`src/rtl/sfx_player.sv`:
```
// Sound-effect sequencer: plays a short fixed note sequence per effect as a
// 1-bit square wave, with busy status and a one-cycle done pulse on completion.
module sfx_player #(
  parameter int NOTE_TICKS = 2_500_000,
  parameter int GAP_TICKS  = 250_000,
  parameter int HP_SHIFT   = 0
) (
  input  logic       clk,
  input  logic       reset,
  input  logic       playsound,
  input  logic [1:0] soundselector,
  input  logic       mute,
  output logic       audio,
  output logic       busy,
  output logic       done
);

  typedef enum logic [1:0] {
    IDLE = 2'd0,
    TONE = 2'd1,
    GAP  = 2'd2
  } state_t;

  localparam logic [31:0] NOTE_END = 32'(NOTE_TICKS - 1);
  localparam logic [31:0] GAP_END  = 32'(GAP_TICKS - 1);

  state_t      state, state_n;
  logic [1:0]  sel, sel_n;
  logic [1:0]  idx, idx_n;
  logic [31:0] dur_cnt, dur_cnt_n;
  logic [16:0] tone_cnt, tone_cnt_n;
  logic        phase, phase_n;
  logic        busy_n, done_n, audio_n;
  logic [16:0] rom_hp, hp_shifted, hp;
  logic        last_note;

  // Note ROM: half-periods in clk cycles; effect length is sel+1 notes.
  always_comb begin
    rom_hp = 17'd12500;
    case ({sel, idx})
      4'b00_00: rom_hp = 17'd12500;
      4'b01_00: rom_hp = 17'd18939;
      4'b01_01: rom_hp = 17'd12626;
      4'b10_00: rom_hp = 17'd56818;
      4'b10_01: rom_hp = 17'd75758;
      4'b10_10: rom_hp = 17'd113636;
      4'b11_00: rom_hp = 17'd23889;
      4'b11_01: rom_hp = 17'd18961;
      4'b11_10: rom_hp = 17'd15944;
      4'b11_11: rom_hp = 17'd11945;
      default:  rom_hp = 17'd12500;
    endcase
  end

  assign hp_shifted = rom_hp >> HP_SHIFT;
  assign hp         = (hp_shifted == 17'd0) ? 17'd1 : hp_shifted;
  assign last_note  = (idx == sel);

  always_comb begin
    state_n    = state;
    sel_n      = sel;
    idx_n      = idx;
    dur_cnt_n  = dur_cnt;
    tone_cnt_n = tone_cnt;
    phase_n    = phase;
    busy_n     = busy;
    done_n     = 1'b0;
    if (playsound) begin
      // A request always wins, including over a note end in the same cycle.
      state_n    = TONE;
      sel_n      = soundselector;
      idx_n      = 2'd0;
      dur_cnt_n  = 32'd0;
      tone_cnt_n = 17'd0;
      phase_n    = 1'b0;
      busy_n     = 1'b1;
    end else begin
      case (state)
        IDLE: begin
          busy_n  = 1'b0;
          phase_n = 1'b0;
        end
        TONE: begin
          if (dur_cnt == NOTE_END) begin
            dur_cnt_n  = 32'd0;
            tone_cnt_n = 17'd0;
            phase_n    = 1'b0;
            if (last_note) begin
              state_n = IDLE;
              busy_n  = 1'b0;
              done_n  = 1'b1;
            end else if (GAP_TICKS > 0) begin
              state_n = GAP;
            end else begin
              idx_n = idx + 2'd1;
            end
          end else begin
            dur_cnt_n = dur_cnt + 32'd1;
            if (tone_cnt == hp - 17'd1) begin
              tone_cnt_n = 17'd0;
              phase_n    = ~phase;
            end else begin
              tone_cnt_n = tone_cnt + 17'd1;
            end
          end
        end
        GAP: begin
          phase_n = 1'b0;
          if (dur_cnt == GAP_END) begin
            state_n    = TONE;
            idx_n      = idx + 2'd1;
            dur_cnt_n  = 32'd0;
            tone_cnt_n = 17'd0;
          end else begin
            dur_cnt_n = dur_cnt + 32'd1;
          end
        end
        default: begin
          state_n = IDLE;
          busy_n  = 1'b0;
          phase_n = 1'b0;
        end
      endcase
    end
  end

  // Mute only gates the pin; the phase keeps running underneath.
  assign audio_n = phase_n & ~mute;

  always_ff @(posedge clk) begin
    if (reset) begin
      state    <= IDLE;
      sel      <= 2'd0;
      idx      <= 2'd0;
      dur_cnt  <= 32'd0;
      tone_cnt <= 17'd0;
      phase    <= 1'b0;
      audio    <= 1'b0;
      busy     <= 1'b0;
      done     <= 1'b0;
    end else begin
      state    <= state_n;
      sel      <= sel_n;
      idx      <= idx_n;
      dur_cnt  <= dur_cnt_n;
      tone_cnt <= tone_cnt_n;
      phase    <= phase_n;
      audio    <= audio_n;
      busy     <= busy_n;
      done     <= done_n;
    end
  end

endmodule

```
`config.mk`:
```
export PLATFORM = sky130hd
export DESIGN_NAME = sfx_player
export DESIGN_NICKNAME = d
export VERILOG_FILES = /design/src/rtl/sfx_player.sv
export SDC_FILE = /design/constraint.sdc
export NUM_CORES = 1
export LEC_CHECK = 0
export ABC_AREA = 1
export CORE_ASPECT_RATIO = 0.7
export CORE_MARGIN = 2
export CORE_UTILIZATION = 56
export CTS_CLUSTER_DIAMETER = 150
export DETAILED_ROUTE_END_ITERATION = 8
export HOLD_SLACK_MARGIN = 0.1
export PLACE_DENSITY = 0.76
export SYNTH_ARGS = -nofsm -noshare
export SYNTH_HDL_FRONTEND = slang
export SYNTH_SLANG_ARGS = --single-unit
export TNS_END_PERCENT = 10
```
`constraint.sdc`:
```
create_clock -name clk -period 2.57 [get_ports clk]
set_input_delay 0.257 -clock clk [delete_from_list [all_inputs] [get_ports clk]]
set_output_delay 0.257 -clock clk [all_outputs]
set_load 0.03 [all_outputs]
```
# Word-level counts from Yosys, hierarchy flattened
# Memories as Yosys holds them, arrays and structs flattened.
# Cells that the tools add are included.
# totals
ff_bits,59
romBits,272
inputBits,6
out_inout_bits,3
wordCells,66
mem_count,1
# classes
n_addsub,4
n_eq_ne,13
mux,22
bitwise_logic,6
reduce_logical,10
# memory_table
name,words,width,read_ports,rd_ports_with_merged_regs,write_ports,line_no,rtl
(name not given),16,17,1,0,0,40,"case ({sel, idx})"
# ops
cell,count
17-bit 2-to-1 mux,4
32-bit 2-to-1 mux,2
32-bit one-hot mux with 2 select lines,1
17-bit one-hot mux with 2 select lines,1
32-bit by 1-bit adder with 32-bit output (second input constant),1
32-bit by 18-bit equality test with 1-bit output (second input constant),1
32-bit by 22-bit equality test with 1-bit output (second input constant),1
17-bit by 1-bit adder with 17-bit output (second input constant),1
17-bit equality test,1
17-bit logical NOT,1
17-bit by 1-bit subtractor with 17-bit output (second input constant),1
1-bit 2-to-1 mux,9
3-bit inequality test (second input constant),3
3-bit AND reduction,3
2-bit inequality test (second input constant),4
2-bit 2-to-1 mux,3
2-bit one-hot mux with 3 select lines,1
1-bit NOT,5
2-bit AND reduction,2
4-bit OR reduction,1
2-bit by 1-bit adder with 2-bit output (second input constant),1
2-bit by 1-bit equality test with 1-bit output (second input constant),1
2-bit equality test,1
2-bit equality test (second input constant),1
other kinds (5),5

# Depth between registers and ports, before layout
# Gate-level depths: netlist (run 1).
# An unclocked memory read counts as a cell.
# depth
word_depth,10
depth_mapped,19
mapped_depth_nobuf,18

# Worst setup path after synthesis (run 1)
# Ideal clock, no wire load.
# synth_timing
path_kind,register to register
from,reg idx[1]
to,reg tone_cnt[7]
setup_ns,0.132
arrival_ns,2.253
required_time_ns,2.438
setup_slack_ns,0.184
stages_incl_launch_ff,16
path_cell_list,dfxtp_1 > inv_1 > ha_1 > nand3_2 > nand2_1 > inv_1 > ha_1 > xor2_1 > nand3_1 > nor2_1 > nand4_1 > nor2_1 > nand3_2 > buf_6 > nand3_1 > a21oi_1
# synth_between
elab_chain_len,8
# synth_lines
element,line_no,rtl
from (decl),29,"logic [1:0] idx, idx_n;"
from (signal assigned),144,idx <= idx_n;
memory read 16 x 17 bit *,n/a,
17-bit logical NOT,56,assign hp = (hp_shifted == 17'd0) ? 17'd1 : hp_shifted;
17-bit 2-to-1 mux *,56,
17-bit by 1-bit subtractor with 17-bit output *,99,if (tone_cnt == hp - 17'd1) begin
17-bit equality test *,99,
17-bit 2-to-1 mux *,99,
17-bit 2-to-1 mux *,84,if (dur_cnt == NOTE_END) begin
17-bit one-hot mux with 2 select lines *,78,case (state)
to (signal assigned),146,tone_cnt <= tone_cnt_n;
to (decl),31,"logic [16:0] tone_cnt, tone_cnt_n;"
# Every way passes the cells marked *; elsewhere a longest branch is shown, timed or not.
# A chain may end at the register's enable or synchronous reset.

# Worst setup path in the final report (run 1)
# layout_timing
from,reg idx[1]
to,reg tone_cnt[3]
# Same word-level chain as after synthesis.

==> results by group, run 1 <==
Power and ir drop
  – IR drop worst, VDD: approximately 0.00028 V
  – PwrDens: roughly 450 nW/um2
  – Cell leakage power: 1.64 nW

Worst setup path
  – Crit path max fanout: 8
  – Reg2Reg Depth: 14
  – CP Launch Type: flop
  – WP data required: 2.79 ns
  – CP max-delay cell: dfxtp_2
  – Critical Path End Type: flop
  – Crit path largest cell delay: 0.34 ns
  – CP Data Arrival Time: 2.69 ns
  – Chain of cells forming the critical path: inv_2 -> ha_1 -> nand3_2 -> nand2_1 -> inv_1 -> ha_1 -> xor2_1 -> nand3_1 -> nor2_1 -> nand4_1 -> nor2_4 -> nand3_4 -> nand3_1 -> a21oi_1
  – Setup CP Type: reg -> reg

STA
  – Slew Limit Fails: 0
  – Final setup viols: 0
  – Post-route setup slack: about 0.11 ns
  – Fmax: 406 MHz
  – Max_slew headroom: approximately 63%
  – Total negative setup slack: 0 ns
  – Post-route minimum period: between 2 and 2.5 ns
  – Worst-Margin Slew: approximately 0.54 ns
  – Period utilization: between 90% and 100%
  – Clk_skew: 0.00942 ns
  – Hold Vio Cnt, Final: 0

Clock tree
  – Worst-Skew Late Latency: 0.35 ns
  – CTS Sinks: between 50 and 60
  – CTS tree: done
  – Total CTS buffers: 9
  – H-tree depth: 3
  – Max Root-Sink Buffers: 2
  – Hold Buf Count CTS: 0
  – CTS clock-pin slew for the worst setup and hold paths: approximately 0.060 ns
  – Root Driver: clkbuf_8

Logic synthesis
  – Avg Inst Size Synth: roughly 6.5 um2
  – Mux cell area share after synthesis: 0%
  – Yosys warnings: 0
  – Async SR Flop Fraction: 0%
  – Cell taking the most area after synthesis: dfxtp_1
  – Main flop type after synthesis: dfxtp_1
  – Main combinational cell family by area after synthesis: simple AND/OR/NAND/NOR gates
  – XOR/XNOR share of the synthesized area: around 7.0%
  – Adder-Cell Fraction of Synth Area: approximately 4.7%
  – Synth top area share: 29.6%
  – Post-synth EDFFs: 0
  – Synthesized flop and latch total: a little under 60
  – Syn Nets: 630
  – Cell count after synthesis: just over 600
  – Compound-gate portion of the synthesized area: 8.41%
  – Post-synth cell types: 38
  – Simple-gate portion of the synthesized area: approximately two fifths
  – Synth Cell Area: 3990 um2
  – Area contributors post-synth: dfxtp_1 30%, nand2_1 11%, nor2_1 8.1%
  – Post-synthesis sequential area ratio: 29.6%

Global route
  – First-pass GRT wire length: between 15 and 20 mm
  – Pin count of the biggest net entering global routing: 33
  – Initial antenna violation count: 0
  – Vias in the first global route: 3512
  – GRT Util Overall: between 20% and 30%
  – Total grt overflow: 0

Placement
  – Number of cells after detailed placement: 709
  – Dpl ws: between 0.015 and 0.02 ns
  – Port Buffers: 8
  – Placer Congestion: roughly 0.93
  – HPWL Detailed: 7.67 mm

Finish
  – Syn-to-layout area delta: 12.0%
  – Share of layout cells above drive strength 1: approximately a tenth
  – Nets: 649
  – Most common cell after layout, fill and taps aside: nand2_1
  – Diodes inserted: 0
  – Final std cells w/o fill: approximately 730
  – Most frequent cells in the layout: 121 x nand2_1, 85 x nor2_1, 69 x inv_1

Detailed routing
  – Initial drt markers: 212
  – Antenna-violating nets left: 0
  – Vias per cell: roughly 5.7
  – Pre-Repair DR Iteration Count: 5
  – Routed WL per cell: ~15 um
  – Total number of vias: ~4100
  – DRC: 0
  – Detailed Route WL: about 11 mm

Floorplan
  – Die W: between 100 and 150 um
  – Core area: between 6000 and 7000 um2
  – IO Count: 9
  – Initial Util: between 50% and 60%
  – Die area: approximately 8000 um2
  – Rows: 25
  – Chip height: around 75 um

Flow run
  – Max cap viols: 0

Outcome
  – Status: finished clean

Worst hold path
  – Worst Hold Class: in -> reg
  – Hold depth: 2
-- power by group --
part,switching [mW],internal (mW)
Sequential,0.0105,0.923
Combinational,0.179,0.0896
Clock,0.359,0.460
-- layer usage --
layer  track usage (%)  part of all wire, %
met3              8.24                  9.1
met4              7.56                 0.92
met1              42.8                   51
met5                 0                    0
met2              37.5                   39
-- sequential cells by signal (all words and copies together) (netlist names) --
| signal | cells |
|---|---|
| tone_cnt | 17 |
| busy | 1 |
| idx | 2 |
| phase | 1 |
| dur_cnt | 32 |
| sel | 2 |
| audio | 1 |
| done | 1 |
| state | 2 |
-- cells in the mapped netlist (8+ instances only) --
master	count
nor2_1	86
nand3_1	60
nor4_1	8
nand4_1	17
xor2_1	32
nor3_1	28
a21oi_1	31
clkbuf_1	10
nand2_1	121
dfxtp_1	59
ha_1	15
nor3b_1	8
inv_1	71
-- critical path, delay by kind of cell, from the launching register on --
family	cells	cell delay, ns
AO/OA/AOI/OAI	1	0.06
XOR/XNOR	1	0.13
adder cells (fa/ha/maj)	2	0.50
buffers and inverters	2	0.16
flip-flops	1	0.34
AND/OR/NAND/NOR	8	1.16
-- repair_timing --
item,4_1_cts,5_1_grt
endpoints found under the hold margin,0,0
gates resized for setup,0,17
setup buffers,0,0
endpoints found under the setup margin,0,19
-- kinds of logic after synthesis --
kind of cell	Yosys count
compound gates	57
xor+xnor	32
fa+ha+maj	15
simple gates	355
flops	59
buf+inv	91
-- per-stage QoR --
stage | total power [mW] | utilization [%] | cell area, um2 | hold slack (ns)
after floorplan | 1.13 | - | 3990 | 0.326
after global placement | 1.20 | 61.5 | 4200 | 0.449
after detailed placement | 1.20 | 61.5 | 4200 | 0.470
after CTS | 2.02 | 64.2 | 4380 | 0.426
after global routing | 2.10 | 65.4 | 4460 | 0.439
final | 2.02 | 65.4 | 4460 | 0.437
-- cell type report --
| class | instances | area (um2) |
|---|---|---|
| clock buffers | 11 | 141 |
| clock inverters | 3 | 40.0 |
| fillers | 630 | 2360 |
| inverters | 75 | 284 |
| multi-input cells | 461 | 2510 |
| flip-flops and latches | 59 | 1180 |
| well taps | 94 | 118 |
| repair buffers | 22 | 185 |
-- worst paths after layout --
kind / start / end / slack, ns
hold reg to reg: busy / busy / 0.47
setup / recovery: idx[1] / tone_cnt[3] / 0.11
hold / removal: mute / audio / 0.44
setup reg to reg: idx[1] / tone_cnt[3] / 0.11
Power figures use the tool's default switching activity.
==> run 2, diff against run 1 <==
--- a/config.mk
+++ b/config.mk
@@ -11,8 +11,9 @@
 export CORE_UTILIZATION = 56
 export CTS_CLUSTER_DIAMETER = 150
 export DETAILED_ROUTE_END_ITERATION = 8
+export DONT_BUFFER_PORTS = 1
 export HOLD_SLACK_MARGIN = 0.1
-export PLACE_DENSITY = 0.76
+export PLACE_DENSITY = 0.74
 export SYNTH_ARGS = -nofsm -noshare
 export SYNTH_HDL_FRONTEND = slang
 export SYNTH_SLANG_ARGS = --single-unit
==> results by group, run 2 (synthesis results as in run 1) <==
Global route
  – Total grt overflow: 0
  – First-pass GRT wire length: ~16 mm
  – Pin count of the biggest net entering global routing: 34
  – Vias in the first global route: ~3400
  – Initial antenna violation count: 0
  – GRT Util Overall: around 27%

Power and ir drop
  – NetSw: roughly 0.56 mW
  – Cell Int Power: roughly 1.5 mW
  – Clk pwr share: 41.3%
  – Cell leakage power: around 1.6 nW
  – PwrDens: between 400 and 500 nW/um2
  – Net Sw Frac: approximately 28%
  – IR drop worst, VDD: between 0.0003 and 0.0004 V
  – Comb power frac: between 10% and 20%
  – Sequential Power Share: between 40% and 50%

Outcome
  – Status: finished clean

Floorplan
  – Initial Util: 58.4%
  – Rows: 25
  – Die W: 105 um
  – IO Count: 9
  – Chip height: 74.6 um
  – Die area: ~7800 um2
  – Core area: about 7000 um2

Placement
  – Dpl ws: roughly 0.068 ns
  – HPWL Detailed: around 7.5 mm
  – Number of cells after detailed placement: 700
  – Placed instance area: 4110 um2
  – Placer Congestion: roughly 0.97
  – Port Buffers: 0

Worst setup path
  – Critical Path End Type: flop
  – Setup CP Type: reg -> reg
  – CP Launch Type: flop
  – CP max-delay cell: dfxtp_2
  – Chain of cells forming the critical path: inv_4 -> nand2_1 -> o21ai_0 -> inv_1 -> ha_1 -> xor2_1 -> nand3_1 -> nor2_1 -> nand4_1 -> nor2_4 -> nand3_4 -> nand3_2 -> a21oi_1
  – Crit path largest cell delay: roughly 0.36 ns
  – CP Data Arrival Time: around 2.7 ns
  – Buffers & Inverters on Critical Path: 2
  – Crit path max fanout: 8
  – Largest delay share family, worst path: simple AND/OR/NAND/NOR gates
  – WP data required: ~2.8 ns

STA
  – Total negative setup slack: 0 ns
  – Post-route setup slack: 0.0743 ns
  – Max_slew headroom: 56.0%
  – Post-route minimum period: 2.50 ns
  – Final setup viols: 0
  – Fmax: between 400 and 500 MHz
  – Period utilization: 97.1%
  – Slew Limit Fails: 0
  – Worst-Margin Slew: ~0.66 ns
  – Clk_skew: between 0.01 and 0.015 ns
  – Hold Vio Cnt, Final: 0

Finish
  – Final core occ: between 60% and 70%
  – Number of flip-flops under the largest register name: 32
  – Final std cells w/o fill: ~720
  – Largest registers: dur_cnt x32, tone_cnt x17
  – Most frequent cells in the layout: 119 x nand2_1, 85 x nor2_1, 68 x inv_1
  – Design area: roughly 4500 um2
  – Diodes inserted: 0
  – Share of layout cells above drive strength 1: roughly 12%
  – Syn-to-layout area delta: 12.7%
  – Most common cell after layout, fill and taps aside: nand2_1
  – Nets: 645
  – Largest register by flop count: dur_cnt

Clock tree
  – H-tree depth: 3
  – Root Driver: clkbuf_8
  – Worst-Skew Late Latency: between 0.3 and 0.4 ns
  – Max Root-Sink Buffers: 2
  – CTS tree: done
  – CTS Sinks: 59
  – CTS clock-pin slew for the worst setup and hold paths: around 0.070 ns
  – Total CTS buffers: 9

Detailed routing
  – DRC: 0
  – Vias per cell: between 5 and 6
  – Routed WL per cell: 14.4 um
  – Pre-Repair DR Iteration Count: 5
  – Antenna-violating nets left: 0
  – DR WL met3: ~1.1 mm
  – Max layer used: met4
  – Met2 routed WL: 3.99 mm
  – Initial drt markers: just under 300
  – Total number of vias: a little over 4000
  – Routed met1 length: around 5.3 mm
  – Detailed Route WL: 10.4 mm

Flow run
  – Max cap viols: 0

Worst hold path
  – Worst Hold Class: in -> reg
-- run 2: cell count changes in the layout (fill, tap and decap cells not counted), sizes merged --
cell           previous run  this run
clkdlybuf4s50             8         0
clkinv                    2         3
clkinvlp                  0         1
dlygate4sd3               0         4
-- run 2: per-layer routing --
metal | track usage, % | vias to the layer above
met1 | 41.5 | 1812
met2 | 35.6 | 190
met3 | 8.24 | 8
met5 | 0 | -
met4 | 6.96 | 0
li1 | - | 2030
-- run 2: final cells by class --
type	instances	area (um2)
multi-input combinational	461	2560
clock inverter	5	52.6
tap	94	118
sequential	59	1190
timing repair buffer	18	145
inverter	75	287
fill	632	2330
clock buffer	11	141
-- run 2: worst min-delay path: stages --
cell and delay [ns]:
nor2_1 0.08, o21ai_0 0.09, a21oi_1 0.04
-- run 2: path summary, 6_finish.rpt --
path | slack (ns) | cells after the start | to | from
worst min register to register | 0.49 | 2 | dur_cnt[17] | dur_cnt[17]
worst max register to register | 0.07 | 13 | tone_cnt[13] | idx[1]
worst max-delay path | 0.07 | 13 | tone_cnt[13] | idx[1]
worst min-delay path | 0.16 | 3 | idx[0] | reset
-- run 2: what timing repair did --
| item | in CTS | in global routing |
|---|---|---|
| setup endpoints to repair | 0 | 19 |
| hold buffers | 4 | 0 |
| buffers inserted | 0 | 1 |
| hold endpoints to repair | 5 | 0 |
| resized for setup | 0 | 30 |
-- run 2: power groups by stage --
stage / clock network, mW / registers (mW) / logic (mW)
after global placement: 0 / 0.956 / 0.226
final: 0.841 / 0.936 / 0.259
after global routing: 0.895 / 0.937 / 0.286
after detailed placement: 0 / 0.956 / 0.228
after CTS: 0.860 / 0.935 / 0.236
after floorplan: 0 / 0.952 / 0.178
-- run 2: through the flow --
stage               total power [mW]  hold slack [ns]
floorplan                       1.13            0.326
global placement                1.18            0.327
detailed placement              1.18            0.330
CTS                             2.03            0.153
global route                    2.12            0.179
finish                          2.04            0.157
